$ cat config.mk
export PLATFORM = sky130hd
export DESIGN_NAME = pll_drp_loader
export DESIGN_NICKNAME = d
export VERILOG_FILES = /design/src/rtl/pll_drp_loader.sv
export SDC_FILE = /design/constraint.sdc
export NUM_CORES = 1
export LEC_CHECK = 0
export CAP_MARGIN = 20
export CORE_ASPECT_RATIO = 0.7
export CORE_MARGIN = 5
export CORE_UTILIZATION = 61
export CTS_CLUSTER_DIAMETER = 150
export CTS_CLUSTER_SIZE = 30
export DETAILED_ROUTE_END_ITERATION = 6
export PLACE_DENSITY_LB_ADDON = 0.25
export SLEW_MARGIN = 20
export SYNTH_ARGS = -nofsm -noshare
export SYNTH_HDL_FRONTEND = slang
export SYNTH_SLANG_ARGS = --single-unit
$ cat constraint.sdc
create_clock -name clk_sys_i -period 4.8 [get_ports clk_sys_i]
set_clock_uncertainty 0.2 [all_clocks]
set_input_delay 0.48 -clock clk_sys_i [delete_from_list [all_inputs] [get_ports clk_sys_i]]
set_output_delay 0.48 -clock clk_sys_i [all_outputs]
set_load 0.05 [all_outputs]
$ cat src/rtl/pll_drp_loader.sv
// pll_drp_loader: buffers host DRP patch entries and replays them into the PLL
// reconfiguration sequencer. PLL_DRP_LOADER_TIMEOUT_EN adds the wait-state timeout.
module pll_drp_loader #(
  parameter int g_trig_hold = 8,
  parameter int g_timeout   = 65535
) (
  input  logic        clk_sys_i,
  input  logic        rst_n_i,
  input  logic        ld_valid_i,
  input  logic [36:0] ld_data_i,
  output logic        ld_ready_o,
  input  logic        commit_i,
  output logic [31:0] r_pll_ctl0_o,
  output logic [31:0] r_pll_ctl1_o,
  input  logic        seq_busy_i,
  input  logic [31:0] pll_status_i,
  output logic        busy_o,
  output logic        done_o,
  output logic        err_o,
  output logic [4:0]  n_entries_o
);
  localparam int DEPTH  = 31;
  localparam int HOLD_W = $clog2(g_trig_hold + 1);

  typedef struct packed {
    logic [4:0]  addr;
    logic [15:0] mask;
    logic [15:0] data;
  } drp_ent_t;

  typedef enum logic [3:0] {
    S_IDLE, S_WR_SETUP, S_WR_STROBE, S_WR_HOLD, S_TRIG,
    S_WAIT_BUSY, S_WAIT_IDLE, S_WAIT_LOCK, S_DONE, S_ERR
  } state_t;

  state_t            state;
  drp_ent_t          ent_q [DEPTH];
  drp_ent_t          ent_0, ent_nx;
  logic [4:0]        cnt_q, seq_n_q, idx_q, idx_nx, addr_q, hi_q;
  logic              we_q, trig_q;
  logic [31:0]       ctl1_q;
  logic [HOLD_W-1:0] hold_q;
  logic [1:0]        busy_sync, lock_sync;
  logic              busy_s, lock_s, ld_acc, tmo_hit;
  logic              unused_status;

  assign ld_ready_o    = (state == S_IDLE) && (cnt_q != 5'd31);
  assign ld_acc        = ld_valid_i && ld_ready_o;
  assign busy_o        = (state != S_IDLE);
  assign n_entries_o   = cnt_q;
  assign r_pll_ctl0_o  = {8'd0, 3'd0, hi_q, 4'd0, seq_n_q, trig_q, we_q, addr_q};
  assign r_pll_ctl1_o  = ctl1_q;
  assign idx_nx        = idx_q + 5'd1;
  assign ent_0         = ent_q[5'd0];
  assign ent_nx        = ent_q[idx_nx];
  assign busy_s        = busy_sync[1];
  assign lock_s        = lock_sync[1];
  assign unused_status = ^{pll_status_i[31:19], pll_status_i[17:0]};

  // Entry storage is not reset: a zero count is what makes it empty.
  always_ff @(posedge clk_sys_i)
    if (ld_acc) ent_q[cnt_q] <= drp_ent_t'(ld_data_i);

  always_ff @(posedge clk_sys_i or negedge rst_n_i) begin
    if (!rst_n_i) begin
      busy_sync <= '0;
      lock_sync <= '0;
    end else begin
      busy_sync <= {busy_sync[0], seq_busy_i};
      lock_sync <= {lock_sync[0], pll_status_i[18]};
    end
  end

`ifdef PLL_DRP_LOADER_TIMEOUT_EN
  localparam logic [15:0] TMO_LD = 16'(g_timeout);
  logic [15:0] tmr_q;
  logic        tmr_load;

  assign tmr_load = (state == S_TRIG && hold_q == '0) ||
                    (state == S_WAIT_BUSY && busy_s) ||
                    (state == S_WAIT_IDLE && !busy_s);
  // Hit one cycle early so err_o lands in the cycle the count reaches zero.
  assign tmo_hit  = (state inside {S_WAIT_BUSY, S_WAIT_IDLE, S_WAIT_LOCK}) && (tmr_q == 16'd1);

  always_ff @(posedge clk_sys_i or negedge rst_n_i) begin
    if (!rst_n_i)          tmr_q <= '0;
    else if (tmr_load)     tmr_q <= TMO_LD;
    else if (tmr_q != '0)  tmr_q <= tmr_q - 16'd1;
  end
`else
  localparam int unused_tmo = g_timeout;
  assign tmo_hit = 1'b0;
`endif

  always_ff @(posedge clk_sys_i or negedge rst_n_i) begin
    if (!rst_n_i) begin
      state   <= S_IDLE;
      cnt_q   <= '0;
      seq_n_q <= '0;
      idx_q   <= '0;
      addr_q  <= '0;
      hi_q    <= '0;
      we_q    <= 1'b0;
      trig_q  <= 1'b0;
      ctl1_q  <= '0;
      hold_q  <= '0;
      done_o  <= 1'b0;
      err_o   <= 1'b0;
    end else begin
      done_o <= 1'b0;
      err_o  <= 1'b0;
      if (ld_acc) cnt_q <= cnt_q + 5'd1;
      case (state)
        S_IDLE: if (commit_i) begin
          seq_n_q <= cnt_q;
          idx_q   <= '0;
          if (cnt_q == '0) err_o <= 1'b1;
          else begin
            state  <= S_WR_SETUP;
            addr_q <= '0;
            hi_q   <= ent_0.addr;
            ctl1_q <= {ent_0.mask, ent_0.data};
          end
        end
        S_WR_SETUP: begin
          we_q  <= 1'b1;
          state <= S_WR_STROBE;
        end
        S_WR_STROBE: begin
          we_q  <= 1'b0;
          state <= S_WR_HOLD;
        end
        S_WR_HOLD: if (idx_q == seq_n_q - 5'd1) begin
          state  <= S_TRIG;
          trig_q <= 1'b1;
          hold_q <= HOLD_W'(g_trig_hold - 1);
          addr_q <= '0;
          hi_q   <= '0;
          ctl1_q <= '0;
        end else begin
          state  <= S_WR_SETUP;
          idx_q  <= idx_nx;
          addr_q <= idx_nx;
          hi_q   <= ent_nx.addr;
          ctl1_q <= {ent_nx.mask, ent_nx.data};
        end
        S_TRIG: if (hold_q == '0) begin
          trig_q <= 1'b0;
          state  <= S_WAIT_BUSY;
        end else hold_q <= hold_q - 1'b1;
        S_WAIT_BUSY: if (busy_s) state <= S_WAIT_IDLE;
          else if (tmo_hit) begin state <= S_ERR; err_o <= 1'b1; end
        S_WAIT_IDLE: if (!busy_s) state <= S_WAIT_LOCK;
          else if (tmo_hit) begin state <= S_ERR; err_o <= 1'b1; end
        S_WAIT_LOCK: if (lock_s) begin state <= S_DONE; done_o <= 1'b1; end
          else if (tmo_hit) begin state <= S_ERR; err_o <= 1'b1; end
        S_DONE, S_ERR: begin
          cnt_q <= '0;
          state <= S_IDLE;
        end
        default: state <= S_IDLE;
      endcase
    end
  end
endmodule

==> results of run 1 <==
cell usage after synthesis, types with 3 or more instances:
library cell,count
edfxtp_1,1147
nand2_1,394
mux4_2,259
dfrtp_1,73
buf_2,60
clkbuf_1,54
nor2_1,46
nand3_1,44
nand2b_1,40
o211ai_1,40
mux2_2,39
a31oi_1,38
a222oi_1,37
a22oi_1,37
o221ai_1,37
buf_4,32
inv_1,14
buf_1,13
buf_6,10
ha_1,8
o21ai_0,8
xor2_1,8
xnor2_1,7
a21oi_1,6
nor3_1,6
mux2i_1,5
a22o_1,3
and3_1,3
nand3b_1,3
nor2b_1,3
per-layer routing:
metal	up-vias	track usage (%)
met5	-	0.6236
met4	4	6.439
met3	163	7.349
met2	1522	40.59
met1	13210	41.68
li1	10210	-
cell families after synthesis:
family                     synth area share (%)
AOI/OAI and AO/OA                         3.715
xor gates and xnor gates                 0.2741
adders and majority gates                0.2088
buffers and inverters                     1.997
DFF                                       75.67
muxes                                     13.19
other                                  0.007824
and+or+nand+nor                           4.936
power groups by stage:
stage               combinational, mW  clock, mW  sequential (mW)
finish                           12.3       4.93             12.5
global route                     13.1       5.41             12.5
CTS                              12.3       4.99             12.4
detailed placement               12.2          0             12.7
global placement                 12.0          0             12.7
floorplan                        8.00          0             13.1
flip-flops by register name, summed over array words and instances, names as in the netlist:
| register | cells |
|---|---|
| ent_q | 1147 |
| r_pll_ctl1_o | 32 |
| addr_q | 5 |
| hi_q | 5 |
| idx_q | 5 |
| n_entries_o | 5 |
| seq_n_q | 5 |
| hold_q | 4 |
| state | 4 |
| busy_sync | 2 |
| lock_sync | 2 |
| done_o | 1 |
| err_o | 1 |
| trig_q | 1 |
| we_q | 1 |
worst register-to-register path: stages, from the launching register on:
cell     delay (ns)
dfrtp_1        0.50
ha_1           0.26
and3_1         0.19
ha_1           0.22
nor3b_4        0.42
nand2_1        0.56
nor2_4         0.91
buf_12         0.33
worst paths after layout:
check | from | slack (ns) | end
max in group asynchronous | rst_n_i | 3.11 | r_pll_ctl1_o[6]
min reg2reg | busy_sync[0] | 0.17 | busy_sync[1]
min in group asynchronous | rst_n_i | 0.24 | r_pll_ctl1_o[25]
max | n_entries_o[1] | 0.91 | ent_q[26][10]
min | pll_status_i[18] | 0.08 | lock_sync[0]
max reg2reg | n_entries_o[1] | 0.91 | ent_q[26][10]
metrics by stage:
stage / cell area [µm²] / utilization, % / hold slack [ns]
finish: 52040 / 66.43 / 0.07679
global route: 52030 / 66.42 / 0.06033
CTS: 52050 / 66.44 / 0.05555
detailed placement: 50710 / 64.74 / 0.1381
global placement: 50710 / 64.74 / 0.1448
floorplan: 47980 / - / -0.01559
area by class of cell:
cell class | instances | area [µm²]
repair buffers | 191 | 1952
multi-input cells | 1124 | 11100
diodes | 4 | 10.01
inverters | 14 | 52.55
fillers | 5078 | 26300
well taps | 1056 | 1321
flip-flops and latches | 1220 | 36280
clock buffers | 81 | 1304
clock inverters | 2 | 20.02
==> impl_results.md, run 1 <==
* Status: complete, no violations
* Nets at 2679
* Most used cell, CP: ha_1
* Worst setup margin at ~0.91 ns
* Flop pwr share at 41.9%
* Area leader, netlist: edfxtp_1
* Antenna violations before repair at 5
* Number of synthesized flops with an enable pin at between 1000 and 1500
* Die Wd at between 300 and 400 µm
* Worst rel slew slack at a little over a quarter
* Post-CTS sizing at 0
* Crit path max fanout at 20
* Drt pass-1 iters at 7
* Highest cell delay on the worst timing path at a little over 0.9 ns
* Crit path time final at ~4 ns
* Async SR Flop Fraction at under 10%
* Hold Path Class: input pin to flop
* Global router's overall resource usage at between 20 and 30%
* Setup tns final at 0 ns
* DRT antenna net count at 0
* Area share of the leading cell type in the synthesized netlist at 71.86%
* Share of layout cells above drive strength 1 at approximately a fifth
* Max-slew violation count at 0
* Warnings, synthesis at 0
* Number of DRC markers in iteration 0 at 3403
* Sw Share at a little over a third
* Worst skew pair latency at between 0.6 and 0.7 ns
* CTS Hold Bufs at 1
* Pin count of the biggest net entering global routing at 125
* GRT Residual Overflow at 0
* Clock tree from TritonCTS: built
* Worst Tran Pin Value at 1.106 ns
* Drt via density at roughly 6.8
* #FFs+latches synth at between 1000 and 1500
* Nature of the critical path startpoint: flop
* Top Layer Used: met5
* CTS sink count at 1220
* Stages on worst setup path at 7
* Cells after DPL at approximately 3600
* DP HPWL at approximately 64000 µm
* Initial Util at 61.19%
* Pre-CTS WS at about 0.93 ns
* Clk pwr share at between 10% and 20%
* Critical path type: flop to flop
* Worst Path Buf+Inv at 1
* Cell Rows at between 80 and 90
* Total power at 29.70 mW
* Depth of the CTS H-tree at 2
* Final setup violation count at 0
* Crit-path leading delay family: simple AND/OR/NAND/NOR gates
* P_sw at approximately 11 mW
* Int Power at between 15 and 20 mW
* Post-synthesis sequential area ratio at about three quarters
* Critical Path End Type: flop
* Clk buf depth at 3
* Netlist cell types at about 60
* Root Buffer: clkbuf_16
* Final worst-path cycle share at between 80% and 90%
* PortBufs at 100
* Worst EP required at around 5 ns
* TritonCTS Buffers at 46
* Drc violations at 0
* Hold path cells at 1
* Routed wire per std cell at 31.29 µm
* Comb power frac at 41.5%
* MaxCap Viol Count at 0
* DIE AREA at 84370 µm²
* Top cells by area, synth: edfxtp_1, mux4_2, dfrtp_1
* LEAKAGE at about 17 nW
* Vias in the first global route at 24910
* Synth Flop Type: edfxtp_1
* Most common cell after layout, fill and taps aside: edfxtp_1
* FF-to-FF path depth at 7
* First-pass GRT wire length at 169300 µm
* Crit-path slowest cell: nor2_4
* Placer Congestion at ~0.82
* Hold Vio Cnt, Final at 0
* Core ar. at roughly 78000 µm²
* Total number of vias at 25100
* Met2 wire length at ~53000 µm
* Most frequent cells in the layout: edfxtp_1, nand2_1, mux4_2, clkdlybuf4s50_1, dfrtp_1
* Post-Route WL at roughly 120000 µm
* Syn_area_per_cell at between 15 and 20 µm²
* CP cell instances: ha_1 > and3_1 > ha_1 > nor3b_4 > nand2_1 > nor2_4 > buf_12
* Post-CTS Setup Inserts at 0
* Wire length on met3 at between 10000 and 15000 µm
* Final cell count without fillers at 3692
* RSZ-0062 raised after global routing: no
* Wl on met1 at approximately 46000 µm
* Die height at about 240 µm
* Cell count after synthesis at between 2000 and 3000
* Top Ports at approximately 150
* CP arrival at about 4 ns
* Max Fclk at ~0.26 GHz
* Layout area overhead at 8.567%
* Power per cell area at between 500 and 600 nW/µm²
* Worst-path clk slew at around 0.11 ns
* Peak supply drop at slightly below 0.5 mV
* Syn Std Cell Area at ~48000 µm²
(Power assumes the default switching activity.)
==> inputs of run 2 (changes only) <==
clock period = 4.05 ns   (was 4.8 ns; I/O delays follow)
==> run 2 against run 1 <==
  * Clock power up 18%
  * Clock-buffer cell count up 2
  * Global-route usage up 0.67 points
  * Flip-flop and latch count unchanged
  * Largest power group unchanged
  * Hold slack worse by 0.011 ns
  * Critical endpoint is now r_pll_ctl1_o[27]
  * Routed wire length up 1.9%
  * First-iteration DRC count up 7.3%
  * Maximum frequency up 10%
  * Worst setup slack worse by 0.40 ns
  * Sequential share of layout area down 0.26 points
==> impl_results.md, run 2 (synthesized netlist as in run 1, its figures left out) <==
* Depth of the CTS H-tree at 2 (unchanged)
* Critical Path Sink: r_pll_ctl1_o[27]
* Comb power frac at 41.3% (-0.2 points)
* GRT Residual Overflow at 0 (unchanged)
* Antenna violations before repair at 2 (-3)
* CP startpoint: idx_q[0]
* Routed wire per std cell at 31.68 µm (+1.2%)
* DRT antenna net count at 0 (unchanged)
* Pre-CTS WS at 0.5926 ns (-0.3397 ns)
* PortBufs at 100 (unchanged)
* Worst skew pair latency at 0.65 ns (about the same)
* Critical R2R Capture: r_pll_ctl1_o[27]
* Post-Route WL at 117800 µm (+1.9%)
* FF-to-FF path depth at 5 (-2)
* TritonCTS Buffers at 46 (unchanged)
* Critical Path End Type: flop
* Worst EP required at 4.40 ns (-0.54 ns)
* Core ar. at 78340 µm² (unchanged)
* Hold Vio Cnt, Final at 0 (unchanged)
* Worst Path Buf+Inv at 1 (unchanged)
* Top Ports at 147 (unchanged)
* Hold Path Class: input pin to flop
* CP cell instances: nand3_2 > o311ai_4 > buf_4 > a222oi_1 > o221ai_1
* First-pass GRT wire length at 172400 µm (+1.8%)
* MaxCap Viol Count at 0 (unchanged)
* Crit path max fanout at 25 (+25%)
* P_sw at 12.66 mW (+17%)
* RR Startpoint: idx_q[0]
* Max reg flops at 1147 (unchanged)
* RSZ-0062 raised after global routing: no
* Power per cell area at 673.0 nW/µm² (+18%)
* Initial Util at 61.19% (unchanged)
* Nature of the critical path startpoint: flop
* Sw Share at 36.03% (-0.43 points)
* Worst R2R Setup Slack at 0.51 ns (-0.40 ns)
* Placer Congestion at 0.8001 (-3.0%)
* CTS sink count at 1220 (unchanged)
* Peak supply drop at 0.6426 mV (+34%)
* Total power at 35.15 mW (+18%)
* Clk pwr share at 16.5% (about the same)
* Final setup violation count at 0 (unchanged)
* Global router's overall resource usage at 28.03% (+0.67 points)
* Clock tree from TritonCTS: built
* Clk buf depth at 3 (unchanged)
* Nets at 2704 (+0.93%)
* Worst Tran Pin Value at 1.059 ns (-0.04783 ns)
* Crit-path slowest cell: o311ai_4
* Drt pass-1 iters at 6 (-1)
* Highest cell delay on the worst timing path at 0.95 ns (+0.04 ns)
* Flop pwr share at 42.1% (+0.2 points)
* Drc violations at 0 (unchanged)
* Die Wd at 345.0 µm (unchanged)
* Critical path type: flop to flop
* DIE AREA at 84370 µm² (unchanged)
* Worst-path clk slew at 0.11 ns (about the same)
* Crit-path leading delay family: compound AO/OA/AOI/OAI gates
* Finished layout cell area at 52230 µm² (+0.37%)
* Final worst-path cycle share at 87.43% (+6.3 points)
* Die height at 244.5 µm (unchanged)
* Crit path time final at 3.541 ns (-0.3531 ns)
* CP arrival at 3.89 ns (-0.15 ns)
* Worst rel slew slack at 29.26% (+3.2 points)
* Worst setup margin at 0.5089 ns (-0.3969 ns)
* Most frequent cells in the layout: edfxtp_1, nand2_1, mux4_2, clkdlybuf4s50_1, buf_4
* Max Fclk at 0.2824 GHz (+10%)
* Fillcell total at 5106 (+0.55%)
* Stages on worst setup path at 5 (-2)
* Status: complete, no violations
* Placed cell areas at 50850 µm² (+0.28%)
* Area of the multi-input gates at 11100 µm² (unchanged)
* Finished Core Util at 66.68% (+0.25 points)
* Max-slew violation count at 0 (unchanged)
* Share of layout cells above drive strength 1 at 19.37% (+0.56 points)
* LEAKAGE at 16.70 nW (+0.80%)
* Sequential Area at 36280 µm² (unchanged)
* Layout area overhead at 8.969%
* Int Power at 22.49 mW (+19%)
* Root Buffer: clkbuf_16
* Largest Register: ent_q
* Worst hold slack at 0.06586 ns (-0.01093 ns)
* Number of DRC markers in iteration 0 at 3651 (+7.3%)
* DP HPWL at 63780 µm (-0.70%)
* Most common cell after layout, fill and taps aside: edfxtp_1
* Total number of vias at 25230 (+0.51%)
* Pin count of the biggest net entering global routing at 112 (-10%)
* Cell Rows at 86 (unchanged)
* Drt via density at 6.788 (-0.16%)
* Vias in the first global route at 25040 (+0.51%)
==> run 2: power groups by stage <==
stage	Combinational, mW	Clock (mW)	Sequential [mW]
2_1_floorplan	9.48	0	15.6
3_3_place_gp	14.2	0	15.0
3_5_place_dp	14.4	0	15.1
4_1_cts	14.5	5.90	14.8
5_1_grt	15.5	6.39	14.9
6_report	14.5	5.81	14.8
==> run 2: repair_timing <==
action | in CTS | in global routing
gates resized for setup | 0 | 0
hold endpoints to repair | 43 | 0
setup buffers | 0 | 0
hold buffers | 3 | 0
==> run 2: metrics by stage <==
step           cells  TNS, ns
2_1_floorplan   2527   -76.25
6_report        3717        0
5_1_grt         3716        0
3_3_place_gp    3626        0
4_1_cts         3714        0
3_5_place_dp    3626        0
==> run 2: layout make-up <==
type	count	area share [%]
sequential	1220	69.45
multi-input combinational	1124	21.26
timing repair buffer	216	4.101
tap	1056	2.530
clock buffer	83	2.511
inverter	14	0.1006
clock inverter	2	0.03833
antenna	2	0.009582
==> run 2: metal layers <==
metal  GRT usage, %  wire length [µm]  part of all wire, %  up-vias
met5              0                 0                    0        -
met4          6.475              2867                  2.4        0
met3          6.687             16190                   14      198
met2          42.34             53350                   45     1715
met1          42.68             45360                   39    13060
li1               -                 -                    -    10260
==> run 2: how the worst min path moves through the flow <==
stage,from,to,slack (ns),depth (start not counted)
after CTS,rst_n_i,seq_n_q[3],0.11,2
after detailed placement,lock_sync[0],lock_sync[1],0.13,0
after global routing,ld_data_i[16],ent_q[9][16],0.08,1
after floorplan,rst_n_i,addr_q[0],-0.09,0
after global placement,busy_sync[0],busy_sync[1],0.14,0
final,ld_data_i[16],ent_q[9][16],0.07,1
